### src/rtl/db9md_pad_scanner.sv
// db9md_pad_scanner
// Time-multiplexed reader for two Mega Drive 3/6-button pads sharing one set
// of data pins. Each scan drives an 8-step SELECT sequence on the currently
// selected port, captures the pad's answers into a shadow register, and
// commits a complete active-high word for that port in a single cycle. The
// port-split line then flips so the two ports are scanned alternately.
module db9md_pad_scanner #(
  parameter int STEP_CYCLES = 480,   // clk cycles per SELECT half-step, 4..65535
  parameter int IDLE_CYCLES = 48000  // SELECT-high gap between scans, 4..65535
) (
  input  logic        clk,
  input  logic        reset,
  input  logic [5:0]  joy_in,
  output logic        joy_mdsel,
  output logic        joy_split,
  output logic [15:0] joystick1,
  output logic [15:0] joystick2,
  output logic [1:0]  present,
  output logic [1:0]  six_btn,
  output logic        scan_done
);

  localparam logic [1:0] ST_IDLE   = 2'd0;
  localparam logic [1:0] ST_STEP   = 2'd1;
  localparam logic [1:0] ST_COMMIT = 2'd2;

  localparam logic [15:0] STEP_LOAD  = 16'(STEP_CYCLES);
  localparam logic [15:0] IDLE_LOAD  = 16'(IDLE_CYCLES);
  // After reset the counter reads 0; that cycle already counts as the first
  // IDLE cycle, so only IDLE_CYCLES-1 further cycles are loaded.
  localparam logic [15:0] IDLE_FIRST = 16'(IDLE_CYCLES - 1);

  logic [5:0]  sync1;
  logic [5:0]  s;        // synchronized pins, active-low
  logic [5:0]  p;        // pressed view, active-high
  logic [1:0]  state;
  logic [2:0]  step;
  logic [15:0] count;
  logic        terminal;

  // Shadow of the scan in progress, stored in final word bit order
  // ([0]R [1]L [2]D [3]U [4]B [5]C [6]A [7]Start [8]Mode [9]X [10]Y [11]Z).
  logic [11:0] sh_btn;
  logic        sh_pres;
  logic        sh_six;
  logic [15:0] word;

  assign p        = ~s;
  assign terminal = (count == 16'd1);
  assign word     = sh_pres ? {4'b0000, (sh_six ? sh_btn[11:8] : 4'b0000), sh_btn[7:0]}
                            : 16'h0000;

  // Two-flop synchronizer for the asynchronous pad pins (idle level is high).
  always_ff @(posedge clk) begin
    // NOTE: every clocked assignment uses <= so all flops update from
    // pre-edge values; blocking here would collapse the two sync stages.
    if (reset) begin
      sync1 <= '1;
      s     <= '1;
    end else begin
      sync1 <= joy_in;
      s     <= sync1;
    end
  end

  // Scan sequencer: IDLE -> STEP0..STEP7 -> COMMIT, with registered SELECT.
  always_ff @(posedge clk) begin
    if (reset) begin
      state     <= ST_IDLE;
      step      <= 3'd0;
      count     <= 16'd0;
      joy_mdsel <= 1'b1;
    end else begin
      case (state)
        ST_IDLE: begin
          if (count == 16'd0) begin
            count <= IDLE_FIRST;
          end else if (terminal) begin
            state     <= ST_STEP;
            step      <= 3'd0;
            count     <= STEP_LOAD;
            joy_mdsel <= 1'b1;
          end else begin
            count <= count - 16'd1;
          end
        end
        ST_STEP: begin
          if (terminal) begin
            if (step == 3'd7) begin
              state     <= ST_COMMIT;
              joy_mdsel <= 1'b1;
            end else begin
              step      <= step + 3'd1;
              count     <= STEP_LOAD;
              // Next step is odd (SELECT low) exactly when this one is even.
              joy_mdsel <= step[0];
            end
          end else begin
            count <= count - 16'd1;
          end
        end
        ST_COMMIT: begin
          state     <= ST_IDLE;
          count     <= IDLE_LOAD;
          joy_mdsel <= 1'b1;
        end
        default: begin
          state     <= ST_IDLE;
          step      <= 3'd0;
          count     <= 16'd0;
          joy_mdsel <= 1'b1;
        end
      endcase
    end
  end

  // Shadow capture on the last cycle of each step that carries pad data.
  always_ff @(posedge clk) begin
    if (reset) begin
      sh_btn  <= 12'h000;
      sh_pres <= 1'b0;
      sh_six  <= 1'b0;
    end else if (state == ST_STEP && terminal) begin
      case (step)
        3'd0: sh_btn[5:0]  <= {p[5], p[4], p[0], p[1], p[2], p[3]};
        3'd1: begin
          // A pad answers SELECT-low by pulling Left and Right low.
          sh_pres     <= (s[3:2] == 2'b00);
          sh_btn[7:6] <= {p[5], p[4]};
        end
        // A 6-button pad pulls all four directions low on the third low phase.
        3'd5: sh_six <= (s[3:0] == 4'b0000);
        3'd6: sh_btn[11:8] <= {p[0], p[1], p[2], p[3]};
        default: ;
      endcase
    end
  end

  // Commit the finished scan to the selected port and flip the port split.
  always_ff @(posedge clk) begin
    if (reset) begin
      joystick1 <= 16'h0000;
      joystick2 <= 16'h0000;
      present   <= 2'b00;
      six_btn   <= 2'b00;
      scan_done <= 1'b0;
      joy_split <= 1'b1;
    end else begin
      scan_done <= 1'b0;
      if (state == ST_COMMIT) begin
        scan_done <= 1'b1;
        joy_split <= ~joy_split;
        if (joy_split) begin
          joystick1  <= word;
          present[0] <= sh_pres;
          six_btn[0] <= sh_pres & sh_six;
        end else begin
          joystick2  <= word;
          present[1] <= sh_pres;
          six_btn[1] <= sh_pres & sh_six;
        end
      end
    end
  end

endmodule

### config.mk
export PLATFORM = sky130hd
export DESIGN_NAME = db9md_pad_scanner
export DESIGN_NICKNAME = d
export VERILOG_FILES = /design/src/rtl/db9md_pad_scanner.sv
export SDC_FILE = /design/constraint.sdc
export NUM_CORES = 1
export LEC_CHECK = 0
export BUFFER_PORTS_ARGS = -buffer_cell sky130_fd_sc_hd__buf_4
export CORE_ASPECT_RATIO = 0.75
export CORE_MARGIN = 3
export CORE_UTILIZATION = 38
export CTS_CLUSTER_DIAMETER = 80
export DETAILED_ROUTE_END_ITERATION = 10
export SLEW_MARGIN = 15
export SYNTH_ARGS = -nofsm -noshare
export SYNTH_HDL_FRONTEND = slang
export SYNTH_SLANG_ARGS = --single-unit
### constraint.sdc
create_clock -name clk -period 2 [get_ports clk]
set_input_delay 0.1 -clock clk [delete_from_list [all_inputs] [get_ports clk]]
set_output_delay 0.1 -clock clk [all_outputs]
set_load 0.005 [all_outputs]
==> results by group, run 1 <==
Outcome
  – Result of the run: complete, no violations

CTS
  – Worst-skew pair later-pin latency: 0.34 ns
  – H-Tree Depth: 3
  – Inserted Clock Buffers: 9
  – Root buffer cell: sky130_fd_sc_hd__clkbuf_8
  – Setup Buffers After CTS: 0
  – Number of buffers between clock root and the deepest sink: 2
  – Clock-pin transition on the worst setup and hold timing paths: 0.08 ns
  – CTS tree: yes
  – Clock Sink Count: 78

Synth
  – Leading post-synthesis cells by instance count: sky130_fd_sc_hd__dfxtp_1 (78), sky130_fd_sc_hd__nand2_1 (49), sky130_fd_sc_hd__a21oi_1 (39)
  – Syn Inst Count: 368
  – Proportion of netlist area held by the largest area contributor: 48.86%
  – Flip-flop and latch count after synthesis: 78
  – Synth Flop Type: sky130_fd_sc_hd__dfxtp_1
  – Unique cell type count in the Yosys netlist: 45
  – Yosys warning count: 0
  – Average cell area after synthesis: 8.684 um2
  – Register area share after synthesis: 48.86%
  – Netlist Area Pre-Place: 3196 um2
  – Synth area leaders: sky130_fd_sc_hd__dfxtp_1 (49%), sky130_fd_sc_hd__a21oi_1 (6.1%), sky130_fd_sc_hd__nand2_1 (5.8%), sky130_fd_sc_hd__nand3_1 (5.2%), sky130_fd_sc_hd__nor2_1 (3.6%)
  – Number of flops mapped to enable cells by yosys: 0
  – Biggest area consumer among synthesized cells: sky130_fd_sc_hd__dfxtp_1
  – Dominant cell by count in the synthesized netlist: sky130_fd_sc_hd__dfxtp_1
  – Proportion of synthesized flip-flops having asynchronous set or reset: 0%

Floorplan
  – Area of the placeable core: 8023 um2
  – IO Count: 47
  – Vert. Die Dim: 85.42 um
  – DIE AREA: 9557 um2
  – Site Rows: 28
  – Initial Util: 39.83%
  – Die width: 111.9 um

Global route
  – Busiest metal layer after global routing: met1
  – Met1 GRT Util: 22.60%
  – Global-route wire length before repair: 11.92 mm
  – Largest net degree at the start of global routing: 66
  – GR Overflow Total: 0
  – Met2 capacity usage during global routing: 21.65%
  – Global-route usage over all layers: 15.39%
  – Number of global-route vias before repair: 2431
  – Antenna violations before repair: 0
  – Met3 capacity usage during global routing: 4.134%

Power and ir drop
  – Pwr/cell area: 1141 nW/um2
  – Maximum ir drop on the vdd rail: 447.6 uV
  – Total power: 4.510 mW
  – Reported leakage power: 1.605 nW

Layout
  – Number of inserted filler cells in the final layout: 751
  – Fin cells: 531
  – Area overhead of the layout relative to synthesis: 23.69%
  – Number of antenna diodes: 0
  – Post-Route Utilization: 49.27%
  – Fraction of layout instances using a drive strength above 1: 22.77%
  – Sequential cell area: 1562 um2
  – Area of the multi-input gates: 1499 um2
  – Number of nets in the finished design: 436

Placement
  – Placed insts: 509
  – Worst slack, placed: 0.01769 ns
  – Detail Placement HPWL: 4.808 mm
  – Total of buffers placed on input and output ports: 38
  – Weighted congestion reported at the end of routability-driven placement: 0.8335

Worst setup path
  – Bufs and invs on worst path: 1
  – Critical path cell sequence: inv_1 > ha_1 > nor4b_2 > and4_4 > a311o_1 > a211o_1 > o21ai_0
  – Startpoint type of the worst setup path: flip-flop
  – Crit path capture type: flip-flop
  – CP Class: flip-flop to flip-flop
  – Crit-path leading delay family: compound AO/OA/AOI/OAI gates
  – Worst EP arrival: 2.12 ns
  – Longest individual stage delay on the worst path: 0.42 ns
  – Data required time at the worst endpoint: 2.28 ns
  – Cell with the largest stage delay on the worst path: sky130_fd_sc_hd__a311o_1
  – Worst Path Max Fanout: 9

STA
  – Worst hold slack: 0.2500 ns
  – Final critical-path required period: 1.844 ns
  – Period utilization: 92.21%
  – Setup WS post-layout: 0.1558 ns
  – Hold violation count in the final report: 0
  – Worst slew margin: 58.54%
  – Count of final max-slew check failures: 0
  – Actual slew at the worst max-slew pin: 0.6219 ns
  – Worst clock skew: 0.01158 ns
  – Fmax achieved: 542.2 MHz
  – Setup violation total in the final timing report: 0

Drt
  – Remaining antenna violation count after routing: 0
  – Routed via count: 2602
  – Residual DRC count: 0
  – Mean routed wirelength per cell: 12.99 um
  – Drt first pass iters: 4
  – Final wirelength: 6.896 mm
  – Initial DRC count: 148
  – Via density per instance: 4.900

Job
  – Maxcap violations: 0

Hold path
  – HP Class: primary input to flip-flop
==> stage by stage <==
step	setup TNS [ns]	area, um2
after floorplan	0	3222
after global placement	0	3630
after detailed placement	0	3630
after CTS	0	3923
after global routing	-0.0001754	3953
final	0	3953
==> final cells by class <==
cell class	instances	share of cell area, %
well taps	105	3.324
repair buffers	62	12.16
multi-input cells	257	37.92
clock inverters	6	2.374
flip-flops and latches	78	39.51
inverters	13	1.235
clock buffers	10	3.482
==> report_power, final <==
part           switching [mW]  leakage, nW  internal, mW
Clock                   0.591        0.113         0.745
Sequential              0.186        0.634          1.72
Combinational           0.645        0.857         0.621
==> kinds of logic after synthesis <==
family / after synthesis / synth area share (%)
buf+inv: 40 / 6.029
other cells: 1 / 0.1174
flops: 78 / 48.86
compound gates: 62 / 10.77
fa+ha+maj: 7 / 2.741
mux: 9 / 2.819
simple gates: 158 / 25.10
xor+xnor: 13 / 3.563
==> worst paths after layout <==
path / from / endpoint / slack (ns) / depth (start not counted)
setup / recovery: count[1] / count[7] / 0.16 / 7
setup reg to reg: count[1] / count[7] / 0.16 / 7
hold reg to reg: sync1[0] / s[0] / 0.41 / 1
hold / removal: reset / scan_done / 0.25 / 2
==> per-layer routing <==
layer | up-vias | wire length (um)
met3 | 5 | 275
li1 | 1339 | -
met2 | 52 | 2842
met5 | - | 0
met1 | 1206 | 3698
met4 | 0 | 80
==> timing repair <==
| item | in CTS | in global routing |
|---|---|---|
| endpoints found under the hold margin | 6 | 0 |
| resized for setup | 1 | 6 |
| pin swaps | 0 | 0 |
| hold buffers | 6 | 0 |
| endpoints found under the setup margin | 2 | 24 |
==> state kept, by name, summed over array words and instances, names as in the netlist <==
| signal | cells |
|---|---|
| six_btn | 2 |
| joystick2 | 12 |
| sh_pres | 1 |
| sh_btn | 12 |
| count | 16 |
| sync1 | 6 |
| scan_done | 1 |
| state | 2 |
| joy_split | 1 |
| step | 3 |
| present | 2 |
| joystick1 | 12 |
| joy_mdsel | 1 |
| s | 6 |
| sh_six | 1 |
==> cell usage in the layout (no fill, tap or decap), drive strengths merged, types with 7 or more instances in the layout <==
cell,n
nand2,49
nand3,34
buf,56
ha,7
or2,16
conb,8
nor2,31
o21ai,12
a21oi,39
dfxtp,78
xnor2,9
clkbuf,10
mux2i,9
inv,13
Note: power is estimated with default switching activity, not from simulation.
==> inputs of run 2 (changes only) <==
==> constraint.sdc (replaced) <==
create_clock -name clk -period 2.1 [get_ports clk]
set_input_delay 0.105 -clock clk [delete_from_list [all_inputs] [get_ports clk]]
set_output_delay 0.105 -clock clk [all_outputs]
set_load 0.005 [all_outputs]
==> results by group, run 2 (synthesis results as in run 1) <==
CTS
  – CTS tree: yes
  – Root buffer cell: sky130_fd_sc_hd__clkbuf_8
  – Worst-skew pair later-pin latency: 0.35 ns
  – Inserted Clock Buffers: 9
  – Clock-pin transition on the worst setup and hold timing paths: 0.08 ns
  – H-Tree Depth: 3
  – Number of buffers between clock root and the deepest sink: 2
  – Clock Sink Count: 78

Floorplan
  – IO Count: 47
  – Site Rows: 28
  – Vert. Die Dim: 85.42 um
  – Die width: 111.9 um
  – Area of the placeable core: 8023 um2
  – Initial Util: 39.83%
  – DIE AREA: 9557 um2

Placement
  – Weighted congestion reported at the end of routability-driven placement: 0.8911
  – Total of buffers placed on input and output ports: 38
  – Detail Placement HPWL: 4.858 mm

Layout
  – Area overhead of the layout relative to synthesis: 19.62%
  – Number of antenna diodes: 0
  – Most common library cell in the layout ignoring fill and taps: sky130_fd_sc_hd__dfxtp_1
  – Fraction of layout instances using a drive strength above 1: 19.90%
  – Most frequent cells in the layout: sky130_fd_sc_hd__dfxtp_1 (78), sky130_fd_sc_hd__nand2_1 (49), sky130_fd_sc_hd__buf_4 (47)
  – Number of nets in the finished design: 427
  – Number of flip-flops in the largest register: 16
  – Register with the highest flop count: count

STA
  – Period utilization: 91.05%
  – Worst slew margin: 38.38%
  – Setup repair after global routing missed its margin: false
  – Fmax achieved: 523.0 MHz
  – Actual slew at the worst max-slew pin: 0.9209 ns
  – Setup violation total in the final timing report: 0
  – Count of final max-slew check failures: 0
  – Worst clock skew: 0.01231 ns
  – Hold violation count in the final report: 0
  – Post-route setup TNS: 0 ns
  – Final critical-path required period: 1.912 ns

Worst setup path
  – Worst EP arrival: 2.18 ns
  – Worst Path Max Fanout: 7
  – CP Class: flip-flop to flip-flop
  – Longest individual stage delay on the worst path: 0.42 ns
  – Startpoint type of the worst setup path: flip-flop
  – Data required time at the worst endpoint: 2.37 ns
  – Critical path cell sequence: ha_1 > nor4b_1 > and4_4 > buf_4 > nand2_1 > a21o_1 > a211oi_1
  – Crit path capture type: flip-flop
  – Cell with the largest stage delay on the worst path: sky130_fd_sc_hd__dfxtp_1

Drt
  – Final wirelength: 6.898 mm
  – Remaining antenna violation count after routing: 0
  – Residual DRC count: 0
  – Initial DRC count: 67
  – Via density per instance: 4.943
  – Drt first pass iters: 4
  – Routed via count: 2580
  – Mean routed wirelength per cell: 13.21 um

Power and ir drop
  – Total power: 3.980 mW
  – Maximum ir drop on the vdd rail: 415.0 uV
  – Pwr/cell area: 1041 nW/um2
  – Reported leakage power: 1.527 nW

Hold path
  – HP Class: primary input to flip-flop

Global route
  – Global-route usage over all layers: 14.89%
  – Number of global-route vias before repair: 2427
  – Largest net degree at the start of global routing: 66
  – GR Overflow Total: 0
  – Antenna violations before repair: 0
  – Global-route wire length before repair: 11.53 mm

Job
  – Maxcap violations: 0

Outcome
  – Result of the run: complete, no violations
[run 2: what timing repair did]
item | CTS | global route
setup endpoints to repair | 0 | 19
setup buffers | 0 | 1
hold buffers | 6 | 0
resized for setup | 0 | 2
endpoints found under the hold margin | 6 | 0
[run 2: per-layer routing]
layer  GRT usage, %  vias to the layer above  wire length (um)
li1               -                     1317                 -
met1          20.33                     1198              3520
met2          22.85                       57              2956
met3          4.134                        8               340
met4          4.972                        0                81
met5              0                        -                 0
[run 2: cell type report]
class | count | area, um2
repair buffers | 53 | 412.9
inverters | 13 | 48.80
clock inverters | 6 | 70.07
multi-input cells | 257 | 1470
clock buffers | 10 | 127.6
well taps | 105 | 131.4
flip-flops and latches | 78 | 1562
fillers | 796 | 4200
[run 2: worst max-delay path, delay by kind of cell (launching register included)]
| kind | cells | cell delay [ns] |
|---|---|---|
| simple gates | 3 | 0.63 |
| flops | 1 | 0.42 |
| compound gates | 2 | 0.38 |
| fa+ha+maj | 1 | 0.23 |
| buf+inv | 1 | 0.16 |
[run 2: path summary, 6_finish.rpt]
kind | from | to | slack [ns] | cells after the start
worst max register to register | count[0] | step[0] | 0.19 | 7
worst max-delay path | count[0] | step[0] | 0.19 | 7
worst min-delay path | reset | scan_done | 0.24 | 2
worst min register to register | sync1[0] | s[0] | 0.41 | 1
[run 2: metrics by stage]
| stage | utilization [%] | area (um2) | std cells | worst slack (ns) | hold WS, ns |
|---|---|---|---|---|---|
| 2_1_floorplan | - | 3222 | 375 | 0.2544 | 0.2088 |
| 3_3_place_gp | 44.31 | 3555 | 499 | 0.1836 | 0.2924 |
| 3_5_place_dp | 44.31 | 3555 | 499 | 0.1049 | 0.2941 |
| 4_1_cts | 47.52 | 3812 | 521 | 0.07616 | 0.2423 |
| 5_1_grt | 47.64 | 3822 | 522 | 0.03067 | 0.2683 |
| 6_report | 47.64 | 3822 | 522 | 0.1880 | 0.2406 |
[run 2: power by group]
group          internal [mW]  switching, mW
Sequential              1.64          0.176
Combinational          0.480          0.562
Clock                  0.557          0.564
Total                   2.68           1.30
